[src/rtl/note_judge_pkg.sv]
// Shared constants, lane state encoding and BCD arithmetic for the note judge.
package note_judge_pkg;

  localparam int unsigned LANES = 3;
  localparam int unsigned POS_W = 10;

  // Hit window and perfect sub-window on the note centre Y, bounds inclusive.
  localparam logic [POS_W-1:0] HIT_LO  = 10'd410;
  localparam logic [POS_W-1:0] HIT_HI  = 10'd450;
  localparam logic [POS_W-1:0] PERF_LO = 10'd425;
  localparam logic [POS_W-1:0] PERF_HI = 10'd435;

  // Points per judged hit; the sum over three lanes fits in four bits.
  localparam logic [3:0] PTS_PERFECT = 4'd3;
  localparam logic [3:0] PTS_GOOD    = 4'd1;

  // Consecutive equal tick samples needed before a button's stable value moves.
  localparam int unsigned DEB_N = 3;

  typedef enum logic [1:0] {
    LANE_WAIT = 2'd0,
    LANE_OPEN = 2'd1,
    LANE_DONE = 2'd2
  } lane_state_e;

  // Add a small binary value to a four-digit BCD number; clamps at 9999.
  function automatic logic [15:0] bcd_add_sat(input logic [15:0] val, input logic [3:0] add);
    logic [15:0] res;
    logic [4:0]  acc;
    logic [4:0]  cin;
    res = 16'h0000;
    cin = {1'b0, add};
    for (int d = 0; d < 4; d++) begin
      acc = {1'b0, val[d*4 +: 4]} + cin;
      if (acc > 5'd9) begin
        res[d*4 +: 4] = 4'(acc - 5'd10);
        cin           = 5'd1;
      end else begin
        res[d*4 +: 4] = acc[3:0];
        cin           = 5'd0;
      end
    end
    if (cin != 5'd0) begin
      res = 16'h9999;
    end
    return res;
  endfunction

endpackage

[src/rtl/note_judge_lane_debounce.sv]
// Tick-sampled button debouncer: the stable value follows the raw input only
// after DEB_N consecutive tick samples disagree with it. press is a single
// tick-cycle pulse on the stable 0->1 edge, produced combinationally so the
// lane logic can act on it in the same tick.
module lane_debounce
  import note_judge_pkg::*;
(
  input  logic clk,
  input  logic reset_n,
  input  logic tick,
  input  logic raw,
  output logic press
);

  localparam int unsigned CNT_W = $clog2(DEB_N) + 1;
  localparam logic [CNT_W-1:0] CNT_LAST = CNT_W'(DEB_N - 1);

  logic             stable_q;
  logic             stable_d;
  logic [CNT_W-1:0] cnt_q;
  logic [CNT_W-1:0] cnt_d;
  logic             flip_s;

  // Count consecutive samples that differ from the stable value; flip on the last one.
  always_comb begin
    stable_d = stable_q;
    cnt_d    = cnt_q;
    flip_s   = 1'b0;
    if (tick) begin
      if (raw != stable_q) begin
        if (cnt_q == CNT_LAST) begin
          stable_d = raw;
          cnt_d    = '0;
          flip_s   = 1'b1;
        end else begin
          cnt_d = cnt_q + CNT_W'(1);
        end
      end else begin
        cnt_d = '0;
      end
    end else begin
      cnt_d = cnt_q;
    end
  end

  // Debouncer state register.
  always_ff @(posedge clk or negedge reset_n) begin
    if (!reset_n) begin
      stable_q <= 1'b0;
      cnt_q    <= '0;
    end else begin
      stable_q <= stable_d;
      cnt_q    <= cnt_d;
    end
  end

  assign press = flip_s & raw;

endmodule

[src/rtl/note_judge.sv]
// Rhythm-game note judge: debounces three lane buttons, runs a WAIT/OPEN/DONE
// judge per lane against the leading note's position, and keeps a BCD score
// plus current and best hit streaks. Everything advances only on tick.
module note_judge
  import note_judge_pkg::*;
(
  input  logic        clk,
  input  logic        reset_n,
  input  logic        tick,
  input  logic        play,
  input  logic        clear,
  input  logic [2:0]  btn,
  input  logic [2:0]  lane_active,
  input  logic [9:0]  lane_pos_r,
  input  logic [9:0]  lane_pos_g,
  input  logic [9:0]  lane_pos_b,
  output logic [2:0]  hit,
  output logic [2:0]  miss,
  output logic [15:0] score,
  output logic [7:0]  combo,
  output logic [7:0]  max_combo
);

  logic [2:0]       press_s;
  logic [POS_W-1:0] pos_s [LANES];
  logic [2:0]       win_s;
  logic [2:0]       perf_s;
  logic [2:0]       past_s;
  logic [2:0]       bad_s;
  logic [3:0]       pts_s;
  logic [1:0]       nhits_s;
  logic [8:0]       combo_sum_s;

  lane_state_e      state_q [LANES];
  lane_state_e      state_d [LANES];
  logic [2:0]       hit_q;
  logic [2:0]       hit_d;
  logic [2:0]       miss_q;
  logic [2:0]       miss_d;
  logic [15:0]      score_q;
  logic [15:0]      score_d;
  logic [7:0]       combo_q;
  logic [7:0]       combo_d;
  logic [7:0]       max_q;
  logic [7:0]       max_d;

  // Lane index follows the button bit order: 2=R, 1=G, 0=B.
  assign pos_s[2] = lane_pos_r;
  assign pos_s[1] = lane_pos_g;
  assign pos_s[0] = lane_pos_b;

  lane_debounce u_deb_r (
    .clk     (clk),
    .reset_n (reset_n),
    .tick    (tick),
    .raw     (btn[2]),
    .press   (press_s[2])
  );

  lane_debounce u_deb_g (
    .clk     (clk),
    .reset_n (reset_n),
    .tick    (tick),
    .raw     (btn[1]),
    .press   (press_s[1])
  );

  lane_debounce u_deb_b (
    .clk     (clk),
    .reset_n (reset_n),
    .tick    (tick),
    .raw     (btn[0]),
    .press   (press_s[0])
  );

  // Classify each lane's leading note against the hit and perfect windows.
  always_comb begin
    win_s  = 3'b000;
    perf_s = 3'b000;
    past_s = 3'b000;
    for (int i = 0; i < LANES; i++) begin
      win_s[i]  = lane_active[i] && (pos_s[i] >= HIT_LO) && (pos_s[i] <= HIT_HI);
      perf_s[i] = (pos_s[i] >= PERF_LO) && (pos_s[i] <= PERF_HI);
      past_s[i] = !lane_active[i] || (pos_s[i] > HIT_HI);
    end
  end

  // Per-lane judge: window entry is checked before the press so both in one tick is a hit.
  always_comb begin
    hit_d  = hit_q;
    miss_d = miss_q;
    bad_s  = 3'b000;
    pts_s  = 4'd0;
    for (int i = 0; i < LANES; i++) begin
      state_d[i] = state_q[i];
    end
    if (tick) begin
      hit_d  = 3'b000;
      miss_d = 3'b000;
      for (int i = 0; i < LANES; i++) begin
        if (clear || !play) begin
          state_d[i] = LANE_WAIT;
        end else begin
          case (state_q[i])
            LANE_WAIT: begin
              if (win_s[i] && press_s[i]) begin
                hit_d[i]   = 1'b1;
                pts_s      = pts_s + (perf_s[i] ? PTS_PERFECT : PTS_GOOD);
                state_d[i] = LANE_DONE;
              end else if (win_s[i]) begin
                state_d[i] = LANE_OPEN;
              end else if (press_s[i]) begin
                bad_s[i]   = 1'b1;
                state_d[i] = LANE_WAIT;
              end else begin
                state_d[i] = LANE_WAIT;
              end
            end
            LANE_OPEN: begin
              if (press_s[i]) begin
                hit_d[i]   = 1'b1;
                pts_s      = pts_s + (perf_s[i] ? PTS_PERFECT : PTS_GOOD);
                state_d[i] = LANE_DONE;
              end else if (past_s[i]) begin
                miss_d[i]  = 1'b1;
                state_d[i] = LANE_WAIT;
              end else begin
                state_d[i] = LANE_OPEN;
              end
            end
            LANE_DONE: begin
              if (past_s[i]) begin
                state_d[i] = LANE_WAIT;
              end else begin
                state_d[i] = LANE_DONE;
              end
            end
            default: begin
              state_d[i] = LANE_WAIT;
            end
          endcase
        end
      end
    end
  end

  // Score, streak and best streak for this tick; any miss or bad press zeroes the streak.
  always_comb begin
    nhits_s     = {1'b0, hit_d[0]} + {1'b0, hit_d[1]} + {1'b0, hit_d[2]};
    combo_sum_s = {1'b0, combo_q} + {7'd0, nhits_s};
    score_d     = score_q;
    combo_d     = combo_q;
    max_d       = max_q;
    if (tick) begin
      if (clear) begin
        score_d = 16'h0000;
        combo_d = 8'd0;
        max_d   = 8'd0;
      end else if (play) begin
        score_d = bcd_add_sat(score_q, pts_s);
        if ((miss_d | bad_s) != 3'b000) begin
          combo_d = 8'd0;
        end else if (combo_sum_s > 9'd255) begin
          combo_d = 8'd255;
        end else begin
          combo_d = combo_sum_s[7:0];
        end
        if (combo_d > max_q) begin
          max_d = combo_d;
        end else begin
          max_d = max_q;
        end
      end else begin
        score_d = score_q;
        combo_d = combo_q;
        max_d   = max_q;
      end
    end
  end

  // Judge state and registered outputs.
  always_ff @(posedge clk or negedge reset_n) begin
    if (!reset_n) begin
      for (int i = 0; i < LANES; i++) begin
        state_q[i] <= LANE_WAIT;
      end
      hit_q   <= 3'b000;
      miss_q  <= 3'b000;
      score_q <= 16'h0000;
      combo_q <= 8'd0;
      max_q   <= 8'd0;
    end else begin
      for (int i = 0; i < LANES; i++) begin
        state_q[i] <= state_d[i];
      end
      hit_q   <= hit_d;
      miss_q  <= miss_d;
      score_q <= score_d;
      combo_q <= combo_d;
      max_q   <= max_d;
    end
  end

  assign hit       = hit_q;
  assign miss      = miss_q;
  assign score     = score_q;
  assign combo     = combo_q;
  assign max_combo = max_q;

endmodule

[config.mk]
export PLATFORM = sky130hd
export DESIGN_NAME = note_judge
export DESIGN_NICKNAME = d
export VERILOG_FILES = /design/src/rtl/note_judge_pkg.sv /design/src/rtl/note_judge_lane_debounce.sv /design/src/rtl/note_judge.sv
export SDC_FILE = /design/constraint.sdc
export NUM_CORES = 1
export LEC_CHECK = 0
export ABC_CLOCK_PERIOD_IN_PS = 23600
export CORE_MARGIN = 3
export CORE_UTILIZATION = 40
export CTS_BUF_LIST = sky130_fd_sc_hd__clkbuf_4 sky130_fd_sc_hd__clkbuf_8
export DETAILED_ROUTE_END_ITERATION = 8
export GPL_TIMING_DRIVEN = 0
export PLACE_DENSITY = 0.69
export RECOVER_POWER = 50
export SLEW_MARGIN = 20
export SYNTH_ARGS = -nofsm -noshare
export SYNTH_HDL_FRONTEND = slang
export SYNTH_SLANG_ARGS = --single-unit
[constraint.sdc]
create_clock -name clk -period 23.6 [get_ports clk]
set_input_delay 4.72 -clock clk [delete_from_list [all_inputs] [get_ports clk]]
set_output_delay 4.72 -clock clk [all_outputs]
set_load 0.01 [all_outputs]
==> key figures <==
Layout
  • Fillers: 959
  • Final core utilization: 0.518
  • Share of cells above drive strength 1: 0.0528
  • Finished Layout Cells: 663
  • # diodes: 0
  • Syn-to-layout area delta: 25.7%
  • Finished Cell Area: 5090 um^2
  • Nets: 600

Global route
  • GRT Resource Usage Total: 0.183
  • Global route overflow: 0
  • Vias in the first global route: 3567
  • Largest net degree at the start of global routing: 56
  • First-pass GRT wire length: 17200 um
  • Initial antenna violation count: 0

Synth
  • Yosys top cell area share: 0.346
  • Yosys cell types: 68
  • Syn. warnings: 0
  • Mux share of post-synthesis cell area: 0.0155
  • Seq/Total Area, Yosys: 0.346
  • Fraction of registers with async set/reset: 1.00
  • Syn Std Cell Area: 4050 um^2
  • Post-Synth XOR/XNOR Area: 0.0368
  • Leading area contributor after synthesis: dfrtp_1
  • Simple-Gate Fraction of Synth Area: 0.205
  • Main combinational cell family by area after synthesis: compound AO/OA/AOI/OAI gates
  • Mapped Cells: 444
  • Syn nets: 515
  • Synthesized area per cell: 9.12 um^2
  • Adder-cell area share of the yosys netlist: 0.102
  • Synth Area in Compound Gates: 0.254
  • EDFF count, synth: 0
  • Synth top area cells: dfrtp_1 (35%), ha_1 (7.7%), nand2_1 (4.2%)
  • FF+latch count, synth: 56
  • Main synth FF type: dfrtp_1

Setup path
  • Crit path largest cell delay: 0.57 ns
  • CP top delay family: compound AO/OA/AOI/OAI gates
  • Reg-to-reg setup timing slack: 14.82 ns
  • Critical path type: in -> reg
  • Crit end category: flop
  • CP max stage cell: clkdlybuf4s50_1
  • Worst Path Max Fanout: 9
  • Worst path buffer plus inverter count: 4
  • Data arrival, critical path: 13.66 ns
  • Critical Path RT: 23.81 ns
  • Worst setup SP type: primary input

Pwr
  • Lkg Pwr: 2.25 nW
  • Power Density: 44.4 nW/um^2
  • Worst vdd ir: 0.0242 mV

Drt
  • WL final: 10200 um
  • Met3 WL post-DR: 650 um
  • Post-Route M1 WL: 4750 um
  • Met2 WL: 4690 um
  • Vias: 3679
  • Initial DRC count: 240
  • Top layer reached by signal wires: met4
  • DR WL/cell: 15.3 um
  • Post-DRT Antenna Nets: 0
  • Post-DR vias/cell: 5.55
  • # DRC: 0
  • TritonRoute pass-1 iters: 5

Clock network
  • CTS sink cnt: 56
  • Max clock buf depth: 2
  • Post-CTS Resized: 0
  • Clk_lat worst skew: 0.32 ns
  • Inserted Clock Buffers: 5
  • Htree depth: 2
  • Post-CTS setup repair buffer count: 0
  • CTS Hold Bufs: 0
  • Clock root cell: clkbuf_8
  • Clock slew at reported path FFs: 0.10 ns
  • CTS tree: done

Timing
  • Slew HR: -1.03
  • Final period utilization: 0.570
  • Hold_ws: 0.515 ns
  • Minimum clock period: 13.46 ns
  • Slew Viols, Final: 56
  • Worst Skew: 0.0111 ns
  • Max Fclk: 74.3 MHz
  • RSZ-0062 raised after global routing: false
  • Setup TNS: 0 ns
  • Finish-stage setup viols: 0
  • Slew @ Worst Pin: 3.04 ns
  • Final Hold Fails: 0

Die
  • # rows: 36
  • Die area: 11400 um^2
  • Core Box Area: 9820 um^2
  • Die Wd: 107 um
  • Die Ht: 107 um
  • Io pins: 79
  • Initial Utilization: 0.412

Placed design
  • Placed cell count: 655
  • Input/output buffers: 77
  • Post-DP HPWL: 7700 um
  • Placer congestion estimate: 0.831
  • Area post-placement: 5010 um^2

Hold path
  • Tightest Hold Check Type: reg -> reg

Run status
  • Failing checks: capacitance limit, slew limit
  • Status: complete, but fails checks

Run
  • Max cap viols: 1
[stage by stage]
| stage | total power (W) | setup WS, ns |
|---|---|---|
| floorplan | 0.000143 | 11.55 |
| global route | 0.000238 | 9.38 |
| detailed placement | 0.000163 | 9.85 |
| global placement | 0.000160 | 10.01 |
| finish | 0.000226 | 10.14 |
| CTS | 0.000227 | 10.17 |
[logic make-up after synthesis]
group,count (synthesis)
and+or+nand+nor,148
AOI/OAI and AO/OA,144
DFF,56
buffers and inverters,43
adders and majority gates,30
xor gates and xnor gates,17
muxes,6
[layer usage]
metal	up-vias	GRT usage
met3	6	0.0403
li1	1802	-
met5	-	0
met2	103	0.298
met4	0	0.0420
met1	1768	0.251
[worst min-delay path: stages, from the launching register on]
cell and delay [ns]:
dfrtp_1 0.38, nand2_1 0.06, nand2_1 0.05
[cell usage in the layout, fill, tap and decap left out, drive strengths merged, types with 7 or more instances in the layout]
| master | instances |
|---|---|
| a21o | 14 |
| a21oi | 26 |
| a22o | 7 |
| clkbuf | 14 |
| clkdlybuf4s50 | 67 |
| dfrtp | 56 |
| dlygate4sd3 | 9 |
| ha | 25 |
| inv | 35 |
| nand2 | 45 |
| nand3 | 9 |
| nand3b | 9 |
| nor2 | 32 |
| nor3 | 7 |
| o21ai | 38 |
| o2bb2ai | 11 |
| o31ai | 8 |
| xnor2 | 11 |
[registers in the layout, summed over array words and instances, names as in the netlist]
register and cells:
combo 8, hit 3, max_combo 8, miss 3
score 16, state_q 6, u_deb_b.cnt_q 3, u_deb_b.stable_q 1
u_deb_g.cnt_q 3, u_deb_g.stable_q 1, u_deb_r.cnt_q 3, u_deb_r.stable_q 1
[layout make-up]
type | instances | area [um^2] | area share
Buffer | 7 | 26.3 | 0.00516
Clock buffer | 5 | 68.8 | 0.0135
Clock inverter | 3 | 42.5 | 0.00836
Inverter | 36 | 135 | 0.0265
Multi-Input combinational cell | 345 | 2480 | 0.488
Sequential cell | 56 | 1400 | 0.275
Tap cell | 133 | 166 | 0.0327
Timing Repair Buffer | 78 | 768 | 0.151
[worst paths after layout]
path,startpoint,to,cells past startpoint
max,lane_pos_b[9],score[10],38
min,score[12],score[12],2
max reg2reg,u_deb_b.cnt_q[2],score[10],36
min reg2reg,score[12],score[12],2
max in group asynchronous,reset_n,score[9],2
min in group asynchronous,reset_n,score[10],1
[where the power goes]
group	internal, W	total (W)	leakage [nW]	switching [W]
Combinational	0.0000214	0.0000458	1.43	0.0000244
Clock	0.0000315	0.0000652	0.0541	0.0000337
Sequential	0.000105	0.000115	0.770	0.0000103
Total	0.000158	0.000226	2.25	0.0000684
[synthesized netlist by cell type (all sizes together), types with 5 or more instances]
library cell	instances
dfrtp	56
nand2	45
o21ai	38
inv	35
nor2	32
a21oi	26
ha	25
a21o	14
o2bb2ai	11
xnor2	11
nand3	9
nand3b	9
o31ai	8
a22o	7
nor3	7
and3	6
clkbuf	6
nor4b	6
xor2	6
fa	5
nand2b	5
nand4	5
o211ai	5
o22ai	5
(Power assumes the default switching activity.)
